File: config.mk
export PLATFORM = sky130hd
export DESIGN_NAME = dict_write_ctrl
export DESIGN_NICKNAME = d
export VERILOG_FILES = /design/src/rtl/dict_ctrl_pkg.sv /design/src/rtl/lane_rank_prefix.sv /design/src/rtl/dict_write_ctrl.sv
export SDC_FILE = /design/constraint.sdc
export NUM_CORES = 1
export LEC_CHECK = 0
export CORE_ASPECT_RATIO = 0.7
export CORE_UTILIZATION = 45
export CTS_BUF_LIST = sky130_fd_sc_hd__clkbuf_4 sky130_fd_sc_hd__clkbuf_8 sky130_fd_sc_hd__clkbuf_16
export CTS_CLUSTER_SIZE = 14
export DETAILED_ROUTE_END_ITERATION = 6
export PLACE_DENSITY = 0.84
export RECOVER_POWER = 100
export SETUP_SLACK_MARGIN = 0.1
export SYNTH_ARGS = -nofsm -noshare
export SYNTH_HDL_FRONTEND = slang
export SYNTH_SLANG_ARGS = --single-unit
File: constraint.sdc
create_clock -name i_clk -period 3.05 [get_ports i_clk]
set_input_delay 0.305 -clock i_clk [delete_from_list [all_inputs] [get_ports i_clk]]
set_output_delay 0.305 -clock i_clk [all_outputs]
set_load 0.005 [all_outputs]
File: src/rtl/dict_ctrl_pkg.sv
// Shared types and helpers for the dictionary write controller.
package dict_ctrl_pkg;

  // Widest lane count the rank helper is sized for
  localparam int MAX_LANES = 8;

  // Match-type codes produced by the type-decode stage
  typedef enum logic [1:0] {
    TYPE_NONE     = 2'd0,
    TYPE_PARTIAL  = 2'd1,
    TYPE_FULL     = 2'd2,
    TYPE_RESERVED = 2'd3
  } match_type_e;

  // Controller states
  typedef enum logic [1:0] {
    FILLING = 2'd0,
    FULL    = 2'd1,
    FLUSH   = 2'd2
  } ctrl_state_e;

  // Popcount of the need bits strictly below lane k; k = lane count gives the total
  function automatic logic [3:0] rank_below(input logic [MAX_LANES-1:0] need, input int k);
    logic [3:0] cnt;
    cnt = '0;
    for (int i = 0; i < MAX_LANES; i++) begin
      if (i < k) cnt = cnt + {3'b000, need[i]};
    end
    return cnt;
  endfunction

endpackage

File: src/rtl/lane_rank_prefix.sv
// Combinational prefix popcount: each lane's rank among the lanes that need a write.
module lane_rank_prefix
  import dict_ctrl_pkg::*;
#(
  parameter int  NUM_LANES = 2,
  localparam int CNT_W     = $clog2(NUM_LANES + 1)
) (
  input  logic [NUM_LANES-1:0]            need,
  output logic [NUM_LANES-1:0][CNT_W-1:0] rank,
  output logic [CNT_W-1:0]                total
);

  logic [MAX_LANES-1:0] need_ext;

  // Zero-extend the need vector and rank every lane against the lanes before it
  always_comb begin
    need_ext = '0;
    need_ext[NUM_LANES-1:0] = need;
    for (int k = 0; k < NUM_LANES; k++) begin
      rank[k] = CNT_W'(rank_below(need_ext, k));
    end
    total = CNT_W'(rank_below(need_ext, NUM_LANES));
  end

endmodule

File: src/rtl/dict_write_ctrl.sv
// Dictionary write controller: per-lane write enables/addresses, replacement
// pointer and fill level, registered behind a valid/ready handshake.
module dict_write_ctrl
  import dict_ctrl_pkg::*;
#(
  parameter int  NUM_LANES  = 2,
  parameter int  TYPE_W     = 2,
  parameter int  DICT_DEPTH = 16,
  localparam int ADDR_W     = $clog2(DICT_DEPTH),
  localparam int CNT_W      = $clog2(NUM_LANES + 1)
) (
  input  logic                        i_clk,
  input  logic                        i_rst_n,
  input  logic                        i_valid,
  output logic                        o_ready,
  input  logic [NUM_LANES*TYPE_W-1:0] i_type_matched,
  input  logic [NUM_LANES-1:0]        i_match,
  input  logic                        i_flush,
  input  logic                        i_freeze_on_full,
  output logic                        o_valid,
  input  logic                        i_ready,
  output logic [NUM_LANES-1:0]        o_wr_en,
  output logic [NUM_LANES*ADDR_W-1:0] o_wr_addr,
  output logic [CNT_W-1:0]            o_wr_count,
  output logic [ADDR_W:0]             o_fill_level,
  output logic                        o_dict_full
);

  localparam logic [ADDR_W:0] FILL_MAX = (ADDR_W + 1)'(DICT_DEPTH);

  ctrl_state_e                     state;
  logic [ADDR_W-1:0]               ptr;
  logic                            ready_armed;
  logic                            accept;
  logic [NUM_LANES-1:0]            need;
  logic [NUM_LANES-1:0][CNT_W-1:0] rank;
  logic [CNT_W-1:0]                need_total;
  logic [ADDR_W:0]                 room;
  logic [NUM_LANES-1:0]            wr_en_nxt;
  logic [NUM_LANES*ADDR_W-1:0]     wr_addr_nxt;
  logic [CNT_W-1:0]                wr_cnt_nxt;
  logic [31:0]                     fill_sum;
  logic [ADDR_W:0]                 fill_nxt;
  logic [ADDR_W-1:0]               ptr_nxt;

  // A lane needs a dictionary slot when it neither matched by type nor hit earlier
  always_comb begin
    need = '0;
    for (int k = 0; k < NUM_LANES; k++) begin
      need[k] = (i_type_matched[k*TYPE_W +: TYPE_W] == TYPE_W'(TYPE_NONE)) & ~i_match[k];
    end
  end

  lane_rank_prefix #(
    .NUM_LANES(NUM_LANES)
  ) u_rank (
    .need (need),
    .rank (rank),
    .total(need_total)
  );

  assign o_ready = ready_armed & (state != FLUSH) & ~i_flush & (~o_valid | i_ready);
  assign accept  = i_valid & o_ready;

  // Decode the beat: enables, addresses, write count and the updated ptr/fill
  always_comb begin
    wr_en_nxt   = '0;
    wr_addr_nxt = '0;
    room        = FILL_MAX - o_fill_level;
    for (int k = 0; k < NUM_LANES; k++) begin
      if (need[k] && (!i_freeze_on_full ||
                      (32'(o_fill_level) + 32'(rank[k])) < 32'(DICT_DEPTH))) begin
        wr_en_nxt[k] = 1'b1;
        wr_addr_nxt[k*ADDR_W +: ADDR_W] = ptr + ADDR_W'(rank[k]);
      end
    end
    if (i_freeze_on_full && (32'(need_total) > 32'(room))) begin
      wr_cnt_nxt = CNT_W'(room);
    end else begin
      wr_cnt_nxt = need_total;
    end
    fill_sum = 32'(o_fill_level) + 32'(wr_cnt_nxt);
    fill_nxt = (fill_sum >= 32'(DICT_DEPTH)) ? FILL_MAX : fill_sum[ADDR_W:0];
    ptr_nxt  = ptr + ADDR_W'(wr_cnt_nxt);
  end

  // State machine, ptr/fill counters and the registered output beat
  always_ff @(posedge i_clk or negedge i_rst_n) begin
    if (!i_rst_n) begin
      state        <= FILLING;
      ptr          <= '0;
      ready_armed  <= 1'b0;
      o_valid      <= 1'b0;
      o_wr_en      <= '0;
      o_wr_addr    <= '0;
      o_wr_count   <= '0;
      o_fill_level <= '0;
      o_dict_full  <= 1'b0;
    end else begin
      ready_armed <= 1'b1;
      if (i_flush) begin
        state        <= FLUSH;
        ptr          <= '0;
        o_valid      <= 1'b0;
        o_wr_en      <= '0;
        o_wr_addr    <= '0;
        o_wr_count   <= '0;
        o_fill_level <= '0;
        o_dict_full  <= 1'b0;
      end else if (state == FLUSH) begin
        state <= FILLING;
      end else if (accept) begin
        state        <= (fill_nxt == FILL_MAX) ? FULL : FILLING;
        ptr          <= ptr_nxt;
        o_valid      <= 1'b1;
        o_wr_en      <= wr_en_nxt;
        o_wr_addr    <= wr_addr_nxt;
        o_wr_count   <= wr_cnt_nxt;
        o_fill_level <= fill_nxt;
        o_dict_full  <= (fill_nxt == FILL_MAX);
      end else if (i_ready) begin
        o_valid    <= 1'b0;
        o_wr_en    <= '0;
        o_wr_addr  <= '0;
        o_wr_count <= '0;
      end
    end
  end

endmodule

Word level (Yosys, flattened, before mapping)

Index checks and enable logic that the tools add are counted.

Bits in read-only memories: 0
Memories: 0
Output and inout bits: 20
RAM bits: 0
Register bits after elaboration: 26
Bits in latches: 0
Input port bits: 12

$lt $le $gt $ge: 4
Muxes and demuxes: 34
Shift-type cells: 0
Equal/unequal tests: 4
Divide/modulo/power cells: 0
Bitwise logic cells: 11
Reduce and logical (&&, ||, !) cells: 13
Multipliers: 0
$add $sub $neg: 6

Operators with widths:

| operator                                                                     | count |
|---|---|
| 8-bit two-way mux                                                            | 4 |
| 2-bit two-way mux                                                            | 11 |
| 4-bit two-way mux                                                            | 5 |
| 5-bit two-way mux                                                            | 4 |
| 1-bit two-way mux                                                            | 10 |
| 5-bit by 1-bit adder with 6-bit output                                       | 1 |
| 5-bit by 2-bit adder with 6-bit output                                       | 1 |
| 1-bit AND                                                                    | 6 |
| 6-bit by 5-bit >= comparator with 1-bit output, second input constant        | 1 |
| 6-bit by 5-bit less-than comparator with 1-bit output, second input constant | 1 |
| 3-bit nonzero test                                                           | 2 |
| 5-bit == test, second input constant                                         | 1 |
| 2-bit by 5-bit greater-than comparator with 1-bit output                     | 1 |
| 5-bit less-than comparator, second input constant                            | 1 |
| 5-bit subtractor, first input constant                                       | 1 |
| 4-bit by 1-bit adder with 4-bit output                                       | 1 |
| 4-bit by 2-bit adder with 4-bit output                                       | 1 |
| 2-bit logical NOT                                                            | 2 |
| 2-bit inequality test, second input constant                                 | 2 |
| 1-bit inverter                                                               | 4 |
| 2-bit AND reduction                                                          | 2 |
| 1-bit logical AND                                                            | 3 |
| 1-bit by 1-bit adder with 2-bit output                                       | 1 |
| 2-bit == test, second input constant                                         | 1 |
| other kinds (4)                                                              | 5 |

Depth between registers and ports, before layout

Depth in word-level cells: 14
Gate-level depth with buffers: 17
Gate-level depth less buffers: 17

Cells and area by module

Synthesis repeated with hierarchy kept, for this count alone.

Cell total of the unflattened synthesis: 157
Area total of the unflattened synthesis: 1654.1 sq um

Modules (own cells, without submodules):

| module           | times used | area each (sq um) | cells an instance |
|---|---|---|---|
| dict_write_ctrl  | 1          | 1607.8            | 151 |
| lane_rank_prefix | 1          | 46.3              | 6 |

Worst setup path before layout

No wires, ideal clock.

Path type: flip-flop to flip-flop
From: reg o_fill_level[0]
To: reg o_fill_level[3]
Data arrival time: 3.253 ns
Cell stages (with the launch flop): 15
Path buffers: 0
Slack: -0.329 ns
Data required time: 2.924 ns
Cell sequence: dfrtp_1 inv_1 ha_1 inv_1 ha_1 nor2b_1 o2111a_1 a311oi_1 inv_1 ha_1 a21oi_1 nand3_1 o21ai_1 and2_1 a221o_1

Cells in the longest elaborated chain, start to end: 10

RTL lines:

| what                                                     | line                   | source |
|---|---|---|
| start, declared                                          | dict_write_ctrl.sv:25  | `output logic [ADDR_W:0] o_fill_level,` |
| start signal, assigned                                   | dict_write_ctrl.sv:119 | `o_fill_level <= fill_nxt;` |
| 5-bit subtractor                                         | dict_write_ctrl.sv:69  | `room = FILL_MAX - o_fill_level;` |
| 2-bit by 5-bit greater-than comparator with 1-bit output | dict_write_ctrl.sv:77  | `if (i_freeze_on_full && (32'(need_total) > 32'(room))) begin` |
| 1-bit logical AND                                        | dict_write_ctrl.sv:77  |  |
| 2-bit two-way mux                                        | dict_write_ctrl.sv:77  |  |
| 5-bit by 2-bit adder with 6-bit output (*)               | dict_write_ctrl.sv:82  | `fill_sum = 32'(o_fill_level) + 32'(wr_cnt_nxt);` |
| 6-bit by 5-bit >= comparator with 1-bit output           | dict_write_ctrl.sv:83  | `fill_nxt = (fill_sum >= 32'(DICT_DEPTH)) ? FILL_MAX : fill_sum[ADDR_W:0];` |
| 5-bit two-way mux (*)                                    | dict_write_ctrl.sv:83  |  |
| 5-bit two-way mux (*)                                    | dict_write_ctrl.sv:112 | `end else if (accept) begin` |
| 5-bit two-way mux (*)                                    | dict_write_ctrl.sv:110 | `end else if (state == FLUSH) begin` |
| 5-bit two-way mux (*)                                    | dict_write_ctrl.sv:101 | `if (i_flush) begin` |

Mark *: on every way between the ends. The rest lies on a longest branch, timed or not. The select of a mux whose other input is x is not followed.
A chain may end at the register's enable or synchronous reset.

Worst setup path after layout

From: reg o_fill_level[0]
To: reg o_fill_level[0]

The elaborated chain is that of the path after synthesis.

==> results.json <==
{
  "run_status": "finished with violations",
  "failed_checks": "design-rule violations, negative setup slack",
  "design.core.area_um2": 3150,
  "crit_path_end_kind": "flop",
  "die_height_um": 50.1,
  "post-route-min-period_ps": 3210,
  "timing.critical_path.depth": 18,
  "drt-initial-drc-count": 73,
  "grt_max_degree": 27,
  "total_leakage_power_nw": 1.19,
  "critical-path-max-stage-delay_ps": 410,
  "layout-drive-gt1-share_pct": 42.7,
  "synth.lib_cells_used.distinct": 40,
  "max_slew_margin_pct": 11.0,
  "timing.clock.skew_ps": 11.8,
  "r2r_start": "o_fill_level[0]",
  "postRouteAntennaNets": 0,
  "syn2layout_area_growth_pct": 63.4,
  "postLayoutSetupSlackWorst_ps": -164,
  "cts.path.max_buffers": 2,
  "number_of_pins_exceeding_their_max_slew_limit_in_the_final_report": 0,
  "finalWirelength_um": 4720,
  "rsz_0062_raised_after_global_routing": "true",
  "yosysWarnings": 0,
  "layout.cells.most_common_list": "42 x sky130_fd_sc_hd__buf_4, 24 x sky130_fd_sc_hd__dfrtp_1, 15 x sky130_fd_sc_hd__dlygate4sd3_1",
  "antenna_found_initial": 1,
  "netlist_top_cells_area": "sky130_fd_sc_hd__dfrtp_1 44%, sky130_fd_sc_hd__ha_1 9.2%, sky130_fd_sc_hd__a22o_1 6.5%, sky130_fd_sc_hd__a21o_1 3.0%, sky130_fd_sc_hd__inv_1 3.0%",
  "grt_use_total_pct": 27.0,
  "critical_path_arrival_ps": 3370,
  "worstMarginPinSlew_ps": 1330,
  "critPathTopFamily": "adder cells",
  "nNetsFinal": 244,
  "path_max_fanout": 4,
  "grt.overflow.total": 0,
  "criticalPathCategory": "reg -> reg",
  "dp_slack_ps": -654,
  "number_of_nets_produced_by_synthesis": 166,
  "port_buffers": 31,
  "setup.worst_path.end": "o_fill_level[0]",
  "pwr_density_cell_nw_per_um2": 306,
  "route.vias.total": 1479,
  "netlist_instances": 141,
  "most_common_cell_after_layout_fill_and_taps_aside": "sky130_fd_sc_hd__buf_4",
  "timing.critical_path.required_ps": 3210,
  "gp_congestion": 0.908,
  "postSynthRegisterBits": 26,
  "critical_path.reg2reg.endpoint": "o_fill_level[0]",
  "worstSetupStartpoint": "o_fill_level[0]",
  "floorplan.die.width_um": 70.8,
  "syn_avg_cell_area_um2": 10.6,
  "tritoncts_clock_tree": "built",
  "level_count_of_the_clock_h_tree": 1,
  "setup_violations": 10,
  "drc": 7,
  "min_period_over_period_pct": 105,
  "startpoint_class_of_the_critical_path": "flop",
  "min_path_type": "reg -> reg",
  "grt_first_pass_wirelength_um": 7190,
  "clock-sinks": 26,
  "timing.critical_path.buf_inv": 5,
  "synth_area_um2": 1490,
  "synth_top_cell_area_share_pct": 43.7,
  "num_rows": 17,
  "cts_buf_count": 3,
  "detail_route.vias_per_cell": 5.75,
  "clk_pin_slew_ps": 90,
  "timing.reg2reg.worst_path_depth": 18,
  "hold_violations": 0,
  "die_area_um2": 3550,
  "worst_case_register_to_register_setup_slack_ps": -160,
  "cap_violations": 0,
  "clk_root_buffer_cell": "sky130_fd_sc_hd__clkbuf_8",
  "detail_route.first_pass.iterations": 6,
  "num_io_pins": 32,
  "synth_sequential_area_ratio_pct": 43.7,
  "hpwl_um": 2790,
  "fillerInstances": 191,
  "first_global_vias": 1542,
  "floorplan.initialDensity_pct": 47.3,
  "post-synth-top-area-cell": "sky130_fd_sc_hd__dfrtp_1",
  "worst_skew_pair.late_latency_ps": 270,
  "ir_worst_vdd_mv": 0.299,
  "wl_per_cell_um": 18.4,
  "fin_tns_setup_ps": -953,
  "critical_path.slowest_cell": "sky130_fd_sc_hd__dfrtp_2",
  "fmax_mhz": 311,
  "crit_chain": "inv_2 > ha_4 > nor3b_4 > ha_1 > inv_1 > o2111a_2 > nor2_2 > a311oi_2 > inv_1 > ha_2 > inv_2 > fa_2 > and3b_2 > nand3_2 > o21ai_2 > and2_4 > buf_4 > a22o_1"
}
cell type report:
class	instances	area, µm²	area share, %
inverters	12	47.5	1.95
clock inverters	1	30.0	1.23
repair buffers	77	649	26.7
well taps	38	47.5	1.95
flip-flops and latches	26	653	26.9
diodes	1	2.50	0.103
multi-input cells	99	961	39.5
clock buffers	3	41.3	1.70
state kept, by name, indices dropped and copies added (netlist names):
signal	cells
o_wr_en	2
o_dict_full	1
state	2
ptr	4
o_fill_level	5
o_valid	1
ready_armed	1
o_wr_count	2
o_wr_addr	8
where the power goes:
| part | total [mW] | internal (mW) | leakage, nW | switching [mW] |
|---|---|---|---|---|
| logic | 0.113 | 0.0581 | 0.803 | 0.0551 |
| clock network | 0.281 | 0.176 | 0.0357 | 0.106 |
| registers | 0.350 | 0.348 | 0.355 | 0.00248 |
logic make-up (layout without fill, tap and decap cells):
family	after synthesis	count (layout)	share of synthesized area [%]
AO/OA/AOI/OAI	39	39	19.4
other	1	2	0.252
flip-flops	26	26	43.7
XOR/XNOR	3	3	1.77
AND/OR/NAND/NOR	43	43	17.7
buffers and inverters	16	93	5.21
adder cells (fa/ha/maj)	13	13	11.9
what timing repair did:
action,CTS,global route
endpoints found under the setup margin,10,10
buffers inserted,28,4
gates cloned,0,0
resized for setup,31,12
pin swaps,21,9
hold buffers,0,0
worst min-delay path by stage:
stage                      startpoint     endpoint  depth (start not counted)
final                      o_wr_en[0]   o_wr_en[0]                          1
after global routing       o_wr_en[0]   o_wr_en[0]                          1
after CTS                     i_rst_n   o_wr_en[0]                          2
after detailed placement   o_wr_en[0]   o_wr_en[0]                          1
after global placement    o_dict_full  o_dict_full                          1
after floorplan               i_rst_n  o_dict_full                          0
cells in the mapped netlist (all sizes together):
cell type and n:
dfrtp 26, inv 12, a22o 11, ha 11, nand2 11, o21ai 8
nor2 7, a21o 6, nor2b 5, nor3 5, a21oi 4, buf 4
a221oi 2, a311oi 2, and3 2, fa 2, nand2b 2, nand3 2
nor3b 2, nor4 2, xnor2 2, a221o 1, a31o 1, a31oi 1
and2 1, and3b 1, conb 1, nor4b 1, o2111a 1, o21a 1
o2bb2ai 1, or3 1, or4 1, xor2 1
metal layers:
metal / global-route usage [%] / wire [µm] / up-vias
met5: 0 / 0 / -
met3: 6.13 / 295 / 15
met2: 48.1 / 2400 / 69
met1: 32.6 / 1860 / 732
li1: - / - / 663
met4: 8.67 / 168 / 0
stage by stage:
step                      area, µm²  utilization [%]  power [mW]  hold slack [ps]  instances
after global placement         1990             63.2       0.433              462        222
final                          2430             77.3       0.745              491        257
after floorplan                1550                -       0.393             9.41        141
after detailed placement       1990             63.2       0.435              473        222
after global routing           2430             77.3       0.773              506        257
after CTS                      2340             74.4       0.732              408        252
Note: power is estimated with default switching activity, not from simulation.
